===== src/rtl/coproc_custom0_arbiter.sv =====
// Round-robin arbiter sharing one custom0 coprocessor stream between
// N_PORTS requesters. The source port of every issued request is kept in
// an in-order ID FIFO so each response is steered back to its issuer.
module coproc_custom0_arbiter #(
    parameter int N_PORTS  = 2,
    parameter int REQ_W    = 64,
    parameter int RESP_W   = 33,
    parameter int ID_DEPTH = 4
) (
    input  logic                          clk_i,
    input  logic                          rst_i,
    input  logic [N_PORTS-1:0]            m_req_i,
    input  logic [N_PORTS*REQ_W-1:0]      m_rdata_bi,
    output logic [N_PORTS-1:0]            m_ack_o,
    output logic [N_PORTS-1:0]            m_resp_req_o,
    output logic [RESP_W-1:0]             m_resp_wdata_bo,
    input  logic [N_PORTS-1:0]            m_resp_ack_i,
    output logic                          cp_req_o,
    output logic [REQ_W-1:0]              cp_wdata_bo,
    input  logic                          cp_ack_i,
    input  logic                          cp_resp_req_i,
    input  logic [RESP_W-1:0]             cp_resp_rdata_bi,
    output logic                          cp_resp_ack_o,
    output logic [$clog2(ID_DEPTH):0]     outstanding_o,
    output logic                          err_o
);

    localparam int IDX_W = $clog2(N_PORTS);
    localparam int PTR_W = $clog2(ID_DEPTH);
    localparam int CNT_W = PTR_W + 1;
    localparam logic [CNT_W-1:0] DEPTH_C   = CNT_W'(ID_DEPTH);
    localparam logic [IDX_W-1:0] LAST_PORT = IDX_W'(N_PORTS - 1);

    // Per-port request words viewed as a packed array (port k at [k*REQ_W +: REQ_W])
    logic [N_PORTS-1:0][REQ_W-1:0] req_words;
    assign req_words = m_rdata_bi;

    // Arbitration state
    logic [IDX_W-1:0] rr_ptr;
    logic             lock_vld;
    logic [IDX_W-1:0] lock_idx;

    // ID FIFO
    logic [ID_DEPTH-1:0][IDX_W-1:0] id_mem;
    logic [PTR_W-1:0]               wr_ptr;
    logic [PTR_W-1:0]               rd_ptr;
    logic [CNT_W-1:0]               count;
    logic                           err;

    logic [IDX_W-1:0] rr_sel;
    logic             rr_hit;
    int               cand;
    logic [IDX_W-1:0] cand_idx;
    logic [IDX_W-1:0] grant;
    logic [IDX_W-1:0] head;
    logic             fifo_full;
    logic             fifo_empty;
    logic             issue;
    logic             pop;
    logic             spurious;

    // Round-robin search: first requesting port at or after rr_ptr
    always_comb begin
        rr_sel   = rr_ptr;
        rr_hit   = 1'b0;
        cand     = 0;
        cand_idx = '0;
        for (int i = 0; i < N_PORTS; i++) begin
            cand = int'(rr_ptr) + i;
            if (cand >= N_PORTS) cand = cand - N_PORTS;
            cand_idx = IDX_W'(cand);
            if (!rr_hit && m_req_i[cand_idx]) begin
                rr_sel = cand_idx;
                rr_hit = 1'b1;
            end
        end
    end

    // Request path: a held lock overrides round-robin; a full FIFO stalls issue.
    // Handshake outputs are forced low while reset is asserted.
    always_comb begin
        grant       = lock_vld ? lock_idx : rr_sel;
        fifo_full   = (count == DEPTH_C);
        cp_req_o    = rst_i & (lock_vld | (|m_req_i)) & ~fifo_full;
        cp_wdata_bo = req_words[grant];
        issue       = cp_req_o & cp_ack_i;
        m_ack_o     = '0;
        m_ack_o[grant] = issue;
    end

    // Response path: steer to FIFO head; with nothing outstanding, sink and flag it
    always_comb begin
        head            = id_mem[rd_ptr];
        fifo_empty      = (count == '0);
        m_resp_req_o    = '0;
        m_resp_wdata_bo = cp_resp_rdata_bi;
        if (fifo_empty) begin
            cp_resp_ack_o = rst_i & cp_resp_req_i;
        end else begin
            m_resp_req_o[head] = rst_i & cp_resp_req_i;
            cp_resp_ack_o      = rst_i & m_resp_ack_i[head];
        end
        pop      = ~fifo_empty & cp_resp_req_i & cp_resp_ack_o;
        spurious = fifo_empty & cp_resp_req_i;
    end

    // Arbitration, lock and ID FIFO state updates
    always_ff @(posedge clk_i or negedge rst_i) begin
        if (!rst_i) begin
            rr_ptr   <= '0;
            lock_vld <= 1'b0;
            lock_idx <= '0;
            id_mem   <= '0;
            wr_ptr   <= '0;
            rd_ptr   <= '0;
            count    <= '0;
            err      <= 1'b0;
        end else begin
            if (issue) begin
                id_mem[wr_ptr] <= grant;
                wr_ptr         <= wr_ptr + PTR_W'(1);
                rr_ptr         <= (grant == LAST_PORT) ? '0 : grant + IDX_W'(1);
                lock_vld       <= 1'b0;
            end else if (cp_req_o) begin
                lock_vld <= 1'b1;
                lock_idx <= grant;
            end
            if (pop) rd_ptr <= rd_ptr + PTR_W'(1);
            case ({issue, pop})
                2'b10:   count <= count + CNT_W'(1);
                2'b01:   count <= count - CNT_W'(1);
                default: count <= count;
            endcase
            if (spurious) err <= 1'b1;
        end
    end

    assign outstanding_o = count;
    assign err_o         = err;

endmodule


===== config.mk =====
export PLATFORM = sky130hd
export DESIGN_NAME = coproc_custom0_arbiter
export DESIGN_NICKNAME = d
export VERILOG_FILES = /design/src/rtl/coproc_custom0_arbiter.sv
export SDC_FILE = /design/constraint.sdc
export NUM_CORES = 1
export LEC_CHECK = 0
export BUFFER_PORTS_ARGS = -buffer_cell sky130_fd_sc_hd__buf_2
export CORE_AREA = 2 2 108 110
export CTS_CLUSTER_DIAMETER = 120
export DETAILED_ROUTE_END_ITERATION = 7
export DIE_AREA = 0 0 110 112
export PLACE_DENSITY = 0.51
export SLEW_MARGIN = 20
export SYNTH_ARGS = -nofsm -noshare
export SYNTH_HDL_FRONTEND = slang
export SYNTH_SLANG_ARGS = --single-unit

===== constraint.sdc =====
create_clock -name clk_i -period 3 [get_ports clk_i]
set_clock_uncertainty 0.1 [all_clocks]
set_input_delay 0 -clock clk_i [delete_from_list [all_inputs] [get_ports clk_i]]
set_output_delay 0 -clock clk_i [all_outputs]
set_load 0.01 [all_outputs]

==> metrics.txt, run 1 <==
grt total ovfl=0; RSZ-0062 raised after global routing=no; Hold Crit Class=input pin to asynchronous set/reset pin; Synth warnings=0; row cnt=39; WS Path Type=register to register; CTS root buffer=clkbuf_16; Main synth FF type=dfrtp_1; max-cap viol count=0; Mapped Cells=182; largest net degree at the start of global routing=39; Gate power share=75.3%; number of routed nets with antenna violations=0; max incr delay on CP=0.42 ns; Pins Over Slew Limit=0; TritonCTS buffer count=3; area grow syn2layout=63.29%; Netlist cell types=29; power per cell area=762.8 nW/µm²; power share of the clock group=9.9%; slowest CP cell=dfrtp_1; Avg Cell Area, Syn=approximately 12 µm²; port buffer count=209; status=finished clean; Tcrit/Tclk final=79.98%; Post-CTS Setup Inserts=0; DRC viols=0; synthesized area=2123 µm²; clock-pin slew on the worst setup and hold paths=0.05 ns; crit-path max FO=3; Total GRT Usage=a little over a tenth; setup TNS=0 ns; DPL Wire Length=about 6.4 mm; Yosys reg bits=15; most frequent CP cell=mux2i_1; Top delay family on crit path=multiplexers; Final setup viols=0; nets@finish=570; CTS tree=done; H-tree levels=1; initial antenna violation count=1; Top Ports=approximately 280; Vias/cell=3.968; vias in the first global route=between 2k and 2.5k; Setup crit end kind=register; Initial Utilization=19.00%; die width=~110 µm; Hold Vio Cnt, Final=0; NetSw=1078 µW; die area=between 10000 and 15000 µm²; Pint=1567 µW; Die Ht=112 µm; CP Data Arrival Time=~2.5 ns; placer congestion estimate=0.7286; Buf/Inv on CP=1; Worst-Margin Slew=0.6493 ns; worst-path cell chain=mux2i_1 > mux2i_1 > mux2i_1 > nor2_1 > ha_1 > inv_1 > fa_1 > xor2_1 > nor2_1 > xor2_1; Syn Nets=357; Slew headroom=56.71%; DRT Pass-1 Iters=4; startpoint types=register; first-pass GRT wire length=approximately 11 mm; Clock Latency Late Sink=~0.24 ns; Sequential Power Share=~15%; final period demand of the worst path=around 2.4 ns; Routed WL=7.717 mm; achievable frequency=between 400 and 500 MHz; Sink Count=15; routed via count=2135; switch share=40.75%; Placeable Area=11170 µm²; critical path required time=3.07 ns; Iter 0 DRT Violations=53; post-synthesis async set-or-reset flop share=100.0%; Final Core Density=a little under a third; Leakage Power=0.001907 µW; EDFF count, synth=0; Max clock buf depth=2; fraction of layout cells with a size suffix above 1=71.57%; sequential fraction of the synthesis area=17.68%; DR WL/cell=14.34 µm; Max VDD drop=0.0005449 V
==> path summary, 6_finish.rpt <==
check                                start          endpoint  slack, ns  cells after the start
max                              rd_ptr[1]  outstanding_o[2]       0.60                     10
min                                  rst_i         rd_ptr[0]       0.03                      2
max reg2reg                      rd_ptr[1]  outstanding_o[2]       0.60                     10
min reg2reg                          err_o             err_o       0.38                      1
max in group asynchronous            rst_i          lock_vld       2.39                      3
min in group clk_i         m_resp_ack_i[1]         rd_ptr[0]       0.03                      3
==> sequential cells by signal, indices dropped and copies added, names as in the netlist <==
signal	cells
err_o	1
lock_vld	1
wr_ptr	2
rd_ptr	2
rr_ptr	1
lock_idx	1
id_mem	4
outstanding_o	3
==> layer usage <==
metal  up-vias  track usage (%)  routed length [µm]
li1       1031                -                   -
met1       986            13.06                2992
met2       114            19.71                3796
met3         4            3.571                 902
met4         0           0.8439                  25
met5         -                0                   0
==> power groups by stage <==
| stage | Combinational (µW) | Sequential (µW) | Clock (µW) |
|---|---|---|---|
| after detailed placement | 1950 | 393 | 0 |
| after CTS | 2010 | 393 | 268 |
| final | 1990 | 392 | 262 |
| after global routing | 2140 | 411 | 275 |
| after global placement | 1930 | 386 | 0 |
| after floorplan | 1550 | 388 | 0 |
==> synth_stat cells (all sizes together) (2+ instances only) <==
library cell   n  area share, %
a21oi          6            1.4
a31oi          5            1.5
buf           41             17
dfrtp         15             18
ha             5            2.9
inv            9            1.6
mux2          65             45
mux2i          8            4.4
nor2           7            1.2
nor3b          2           0.71
o21ai          3           0.71
o31ai          2           0.71
xnor2          2           0.83
xor2           3            1.2
==> cell usage in the layout, fill, tap and decap left out, drive strengths merged, types with 5 or more instances in the layout <==
cell type      n
nor2           7
buf          213
inv            9
dlygate4sd3   36
mux2i          8
ha             5
mux2          65
a21oi          6
a31oi          5
dfrtp         15
==> logic make-up after synthesis <==
logic type / share of synthesized area (%)
fa+ha+maj: 4.420
flops: 17.68
buf+inv: 18.27
simple gates: 3.477
mux: 49.44
xor+xnor: 2.063
compound gates: 4.655
==> timing repair <==
| action | in CTS | in global routing |
|---|---|---|
| hold endpoints to repair | 50 | 0 |
| setup endpoints to repair | 0 | 0 |
| gates resized for setup | 0 | 0 |
| hold buffers | 36 | 0 |
==> stage by stage <==
stage / setup slack, ns / area, µm² / instances / power [µW] / hold WS [ns]
final: 0.6007 / 3467 / 538 / 2645 / 0.02797
after global routing: 0.4579 / 3465 / 537 / 2825 / 0.05884
after CTS: 0.5818 / 3465 / 537 / 2672 / 0.01933
after detailed placement: 0.6197 / 3024 / 497 / 2347 / -0.2540
after global placement: 0.6633 / 3024 / 497 / 2317 / -0.2540
after floorplan: 0.6912 / 2123 / 182 / 1936 / -0.3956
==> worst register-to-register path, delay by kind of cell (launching register included) <==
kind          cells  cell delay, ns
mux               3            0.63
simple gates      2            0.25
flops             1            0.42
buf+inv           1            0.06
fa+ha+maj         2            0.57
xor+xnor          2            0.30
==> final cells by class <==
| type | instances | area (µm²) |
|---|---|---|
| inverter | 9 | 33.78 |
| multi-input combinational | 117 | 1360 |
| timing repair buffer | 249 | 1436 |
| tap | 143 | 178.9 |
| antenna | 1 | 2.502 |
| clock inverter | 1 | 5.005 |
| fill | 1204 | 7707 |
| clock buffer | 3 | 75.07 |
| sequential | 15 | 375.4 |
No activity file was read; power rests on OpenSTA's default activity.
==> run 2: changes to the inputs <==
- clock period: 3 -> 2.3 ns (I/O delays scaled with it)
==> run 2 against run 1 <==
Compared with the run above:
- cell area grew 4.8%
- sequential cell count did not move
- combinational power up 49%
- largest cell class unchanged
- die area is the same
- count of clock-buffer cells in the layout did not move
- routed wire length rose by 10%
- register-to-register slack got worse by 0.60 ns
- critical path type unchanged
- fmax rose by 4.4%
- sequential share of layout area shrank 0.46 points
==> metrics.txt, run 2 (synthesis gave the netlist of run 1 again) <==
status=finished clean; hold slack final=0.007488 ns; DPL Wire Length=6.643 mm; H-tree levels=1; placer congestion estimate=about 0.76; CTS tree=done; initial antenna violation count=1; R2R Setup Slk=0.002 ns; Pins Over Slew Limit=0; port buffer count=approximately 210; Critical R2R Capture=outstanding_o[2]; Hold Crit Class=input pin to asynchronous set/reset pin; Slew headroom=75.35%; TritonCTS buffer count=3; Setup crit end kind=register; fin worst setup slack=0.001557 ns; first-pass GRT wire length=11.79 mm; Iter 0 DRT Violations=72; Routed WL=8.487 mm; Gate power share=77.6%; area grow syn2layout=71.07%; crit-path max FO=3; Max clock buf depth=2; fillcell total=1167; routed via count=2200; switch share=39.23%; startpoint types=register; Die Ht=112 µm; Tcrit/Tclk final=99.93%; Placeable Area=11170 µm²; nets@finish=584; clock-pin slew on the worst setup and hold paths=0.05 ns; max-cap viol count=0; Initial Utilization=a little under a fifth; CP Data Arrival Time=~2.4 ns; largest net degree at the start of global routing=28; Worst R2R Start=rd_ptr[1]; Hold Vio Cnt, Final=0; area of the multi-input gates=1381 µm²; Total GRT Usage=between 10% and 20%; R2R depth=10; number of routed nets with antenna violations=0; pre-CTS WS=-0.07228 ns; DRT Pass-1 Iters=4; Critical path origin=rd_ptr[1]; critical path required time=2.36 ns; Storage cell area=376.6 µm²; RSZ-0062 raised after global routing=yes; fraction of layout cells with a size suffix above 1=74.51%; DRC viols=0; leading cell type in the layout, fill and taps excluded=buf_2; Vias/cell=3.986; Worst-Margin Slew=0.3666 ns; Final Core Density=32.50%; Pint=2318 µW; Top Ports=276; row cnt=39; max reg flops=4; power per cell area=~1100 nW/µm²; most frequent cells in the layout=209 x buf_2, 60 x mux2_4, 36 x dlygate4sd3_1; Sink Count=15; DR WL/cell=15.38 µm; power share of the clock group=8.8%; Clock Latency Late Sink=approximately 0.24 ns; Max VDD drop=0.0005906 V; achievable frequency=435.1 MHz; vias in the first global route=2233; register bank with the most flops=id_mem; CTS root buffer=clkbuf_16; Final setup viols=0; die width=110 µm; Leakage Power=0.001984 µW; die area=12320 µm²; Sequential Power Share=approximately 14%; setup TNS=0 ns; grt total ovfl=0; NetSw=1496 µW; final period demand of the worst path=roughly 2.3 ns; WS Path Type=register to register
## run 2: cell count changes in the layout (fill, tap and decap cells not counted), moves of 3 or more
cell	before	now
buf_4	4	15
buf_12	0	3
mux2i_1	7	4
mux2i_2	0	3
## run 2: area by class of cell
cell class / instances / area share [%]
diodes: 1 / 0.06889
clock buffers: 3 / 2.067
clock inverters: 1 / 0.1378
inverters: 9 / 0.9301
multi-input cells: 117 / 38.03
flip-flops and latches: 15 / 10.37
well taps: 143 / 4.926
repair buffers: 263 / 43.47
## run 2: timing repair
action                                  4_1_cts  5_1_grt
hold buffers                                 36        0
hold endpoints to repair                     50        0
pin swaps                                     4        3
setup buffers                                 6        4
gates resized for setup                       4        3
endpoints found under the setup margin        1        2
## run 2: per-layer routing
layer	vias up	routed length (µm)	GRT usage [%]
li1	1057	-	-
met1	1032	3122	13.85
met2	105	4638	23.39
met3	6	674	1.991
met4	0	51	3.122
met5	-	0	0
## run 2: how the worst max path moves through the flow
stage / to / slack, ns / cells past startpoint
final: outstanding_o[2] / 0.002 / 10
after global placement: outstanding_o[2] / 0.02 / 10
after detailed placement: outstanding_o[2] / -0.07 / 10
after global routing: outstanding_o[2] / -0.15 / 10
after CTS: outstanding_o[2] / -0.008 / 10
after floorplan: outstanding_o[2] / 0.06 / 10
## run 2: critical path, cell delays in order (launching register included)
cell     delay (ns)
dfrtp_2        0.43
mux2i_2        0.17
mux2i_2        0.22
mux2i_1        0.13
nor2_1         0.15
ha_2           0.21
inv_2          0.04
fa_2           0.33
xor2_1         0.15
nor2_1         0.11
xor2_1         0.17
## run 2: power by group through the flow
stage | combinational, µW | sequential [µW] | clock, µW
2_1_floorplan | 2020 | 506 | 0
3_3_place_gp | 2690 | 502 | 0
3_5_place_dp | 2700 | 508 | 0
4_1_cts | 2880 | 511 | 346
5_1_grt | 3190 | 537 | 362
6_report | 2960 | 520 | 336
## run 2: per-stage QoR
stage	instances	total power (µW)	instance area (µm²)
global placement	501	3196	3097
finish	552	3814	3632
detailed placement	501	3210	3097
CTS	547	3737	3591
global route	552	4092	3632
floorplan	182	2527	2128
==> run 3: changes to the inputs <==
- REMOVE_ABC_BUFFERS: not set -> 1
- SKIP_CTS_REPAIR_TIMING: not set -> 1
==> run 3 against run 2 <==
Compared with the run above:
- cell area fell by 3.1%
- via count down 0.91%
- register-to-register slack hardly changed
- critical path type unchanged
- total power is 6.4% lower
- highest routed layer unchanged
- routed wire length fell by 6.3%
- global-route usage is 0.96 points lower
- sequential share of layout area is 0.30 points higher
- first-iteration DRC count shrank 15%
- the run now ends with negative hold slack, negative setup slack left
- sequential power is 2% lower
==> metrics.txt, run 3 (synthesis gave the netlist of run 1 again) <==
die width=110 µm; most frequent CP cell=mux2i_1; largest net degree at the start of global routing=46; WS Path Type=register to register; pre-CTS WS=-0.01001 ns; Leakage Power=between 0.0015 and 0.002 µW; row cnt=39; CTS root buffer=clkbuf_16; Die Ht=112 µm; Sink Count=15; Hold Crit Class=input pin to register; Buf/Inv on CP=1; fillcell total=1137; clock-pin slew on the worst setup and hold paths=~0.050 ns; CTS tree=done; most frequent cells in the layout=209 x buf_2, 60 x mux2_4, 35 x dlygate4sd3_1; grt total ovfl=0; nets@finish=575; switch share=~40%; DRC viols=0; Total GRT Usage=between 10 and 15%; H-tree levels=1; Worst-Margin Slew=roughly 0.44 ns; CP Data Arrival Time=2.37 ns; placed cell areas=3067 µm²; R2R Setup Slk=-0.01 ns; max-cap viol count=0; Setup crit end kind=register; crit-path max FO=3; port buffer count=209; # placed instances=501; fin worst setup slack=-0.009879 ns; worst-path cell chain=mux2i_1 > mux2i_1 > mux2i_1 > nor2_1 > ha_2 > inv_2 > fa_2 > xor2_1 > nor2_1 > xor2_1; leading cell type in the layout, fill and taps excluded=buf_2; Max VDD drop=0.0008158 V; max reg flops=4; power per cell area=just over 1000 nW/µm²; Final setup viols=1; Initial Utilization=19.00%; max incr delay on CP=0.42 ns; RSZ-0062 raised after global routing=yes; routed via count=about 2.2k; Iter 0 DRT Violations=61; NetSw=between 1000 and 1500 µW; Hold Vio Cnt, Final=1; vias in the first global route=between 2k and 2.5k; number of routed nets with antenna violations=0; Placeable Area=between 10000 and 15000 µm²; startpoint types=register; area grow syn2layout=65.76%; die area=12320 µm²; initial antenna violation count=0; Sequential Power Share=14.3%; Top Ports=276; Pins Over Slew Limit=0; placer congestion estimate=0.7520; first-pass GRT wire length=about 11 mm; critical path required time=2.36 ns; register bank with the most flops=id_mem; status=finished with violations; fraction of layout cells with a size suffix above 1=72.93%; setup TNS=-0.009879 ns; achievable frequency=432.9 MHz; hold slack final=-0.05089 ns; Clock Latency Late Sink=0.24 ns; Max clock buf depth=2; Top delay family on crit path=multiplexers; final cell count without fillers=542; post-route cell area=3520 µm²; antenna cells=0; overall power=between 3000 and 4000 µW; Gate power share=76.3%; Storage cell area=between 300 and 400 µm²; area of the multi-input gates=approximately 1400 µm²; Tcrit/Tclk final=100.4%; final period demand of the worst path=2.310 ns; DPL Wire Length=roughly 6.6 mm; DRT Pass-1 Iters=4; Routed WL=7.951 mm; power share of the clock group=9.4%; DR WL/cell=~15 µm; failing checks=negative hold slack, negative setup slack; Pint=2136 µW; Vias/cell=4.022; Slew headroom=70.40%; TritonCTS buffer count=3; slowest CP cell=dfrtp_1
run 3: changes by cell type in the layout (fill, tap and decap cells not counted), sizes merged:
cell         before  now
dlygate4sd3      36   35
clkbuf            3    4
clkinv            1    0
buf             227  219
diode             1    0
run 3: path summary, 6_finish.rpt:
check,from,end,cells after the start
setup / recovery,rd_ptr[1],outstanding_o[2],10
hold / removal,cp_ack_i,lock_idx,3
setup reg to reg,rd_ptr[1],outstanding_o[2],10
hold reg to reg,err_o,err_o,1
max in group asynchronous,rst_i,id_mem[3],3
min in group asynchronous,rst_i,rd_ptr[1],2
run 3: area by class of cell:
| cell class | count | share of cell area (%) |
|---|---|---|
| Clock buffer | 4 | 2.240 |
| Inverter | 9 | 0.9598 |
| Multi-Input combinational cell | 117 | 38.89 |
| Sequential cell | 15 | 10.66 |
| Tap cell | 143 | 5.084 |
| Timing Repair Buffer | 254 | 42.16 |
run 3: stage by stage:
stage          hold WS, ns  util, %
2_1_floorplan      -0.3956        -
5_1_grt           0.003555    31.50
4_1_cts            -0.4771    28.15
3_5_place_dp       -0.2198    27.44
3_3_place_gp       -0.2109    27.44
6_report          -0.05089    31.50
run 3: routing by layer:
layer,GRT usage [%],part of all wire (%),wire (µm)
met2,18.32,51,4067
met3,7.553,7.9,630
met1,12.88,41,3234
met5,0.4202,0,0
met4,1.013,0.23,18
run 3: power groups by stage:
| stage | sequential, µW | clock, µW | combinational [µW] |
|---|---|---|---|
| floorplan | 506 | 0 | 1860 |
| detailed placement | 507 | 0 | 2630 |
| finish | 511 | 335 | 2720 |
| CTS | 504 | 343 | 2640 |
| global placement | 501 | 0 | 2610 |
| global route | 529 | 358 | 2920 |
run 3: worst reg2reg max path, cell delays in order (launching register included):
cell,delay (ns)
dfrtp_1,0.42
mux2i_1,0.26
mux2i_1,0.15
mux2i_1,0.15
nor2_1,0.14
ha_2,0.21
inv_2,0.04
fa_2,0.33
xor2_1,0.15
nor2_1,0.13
xor2_1,0.16
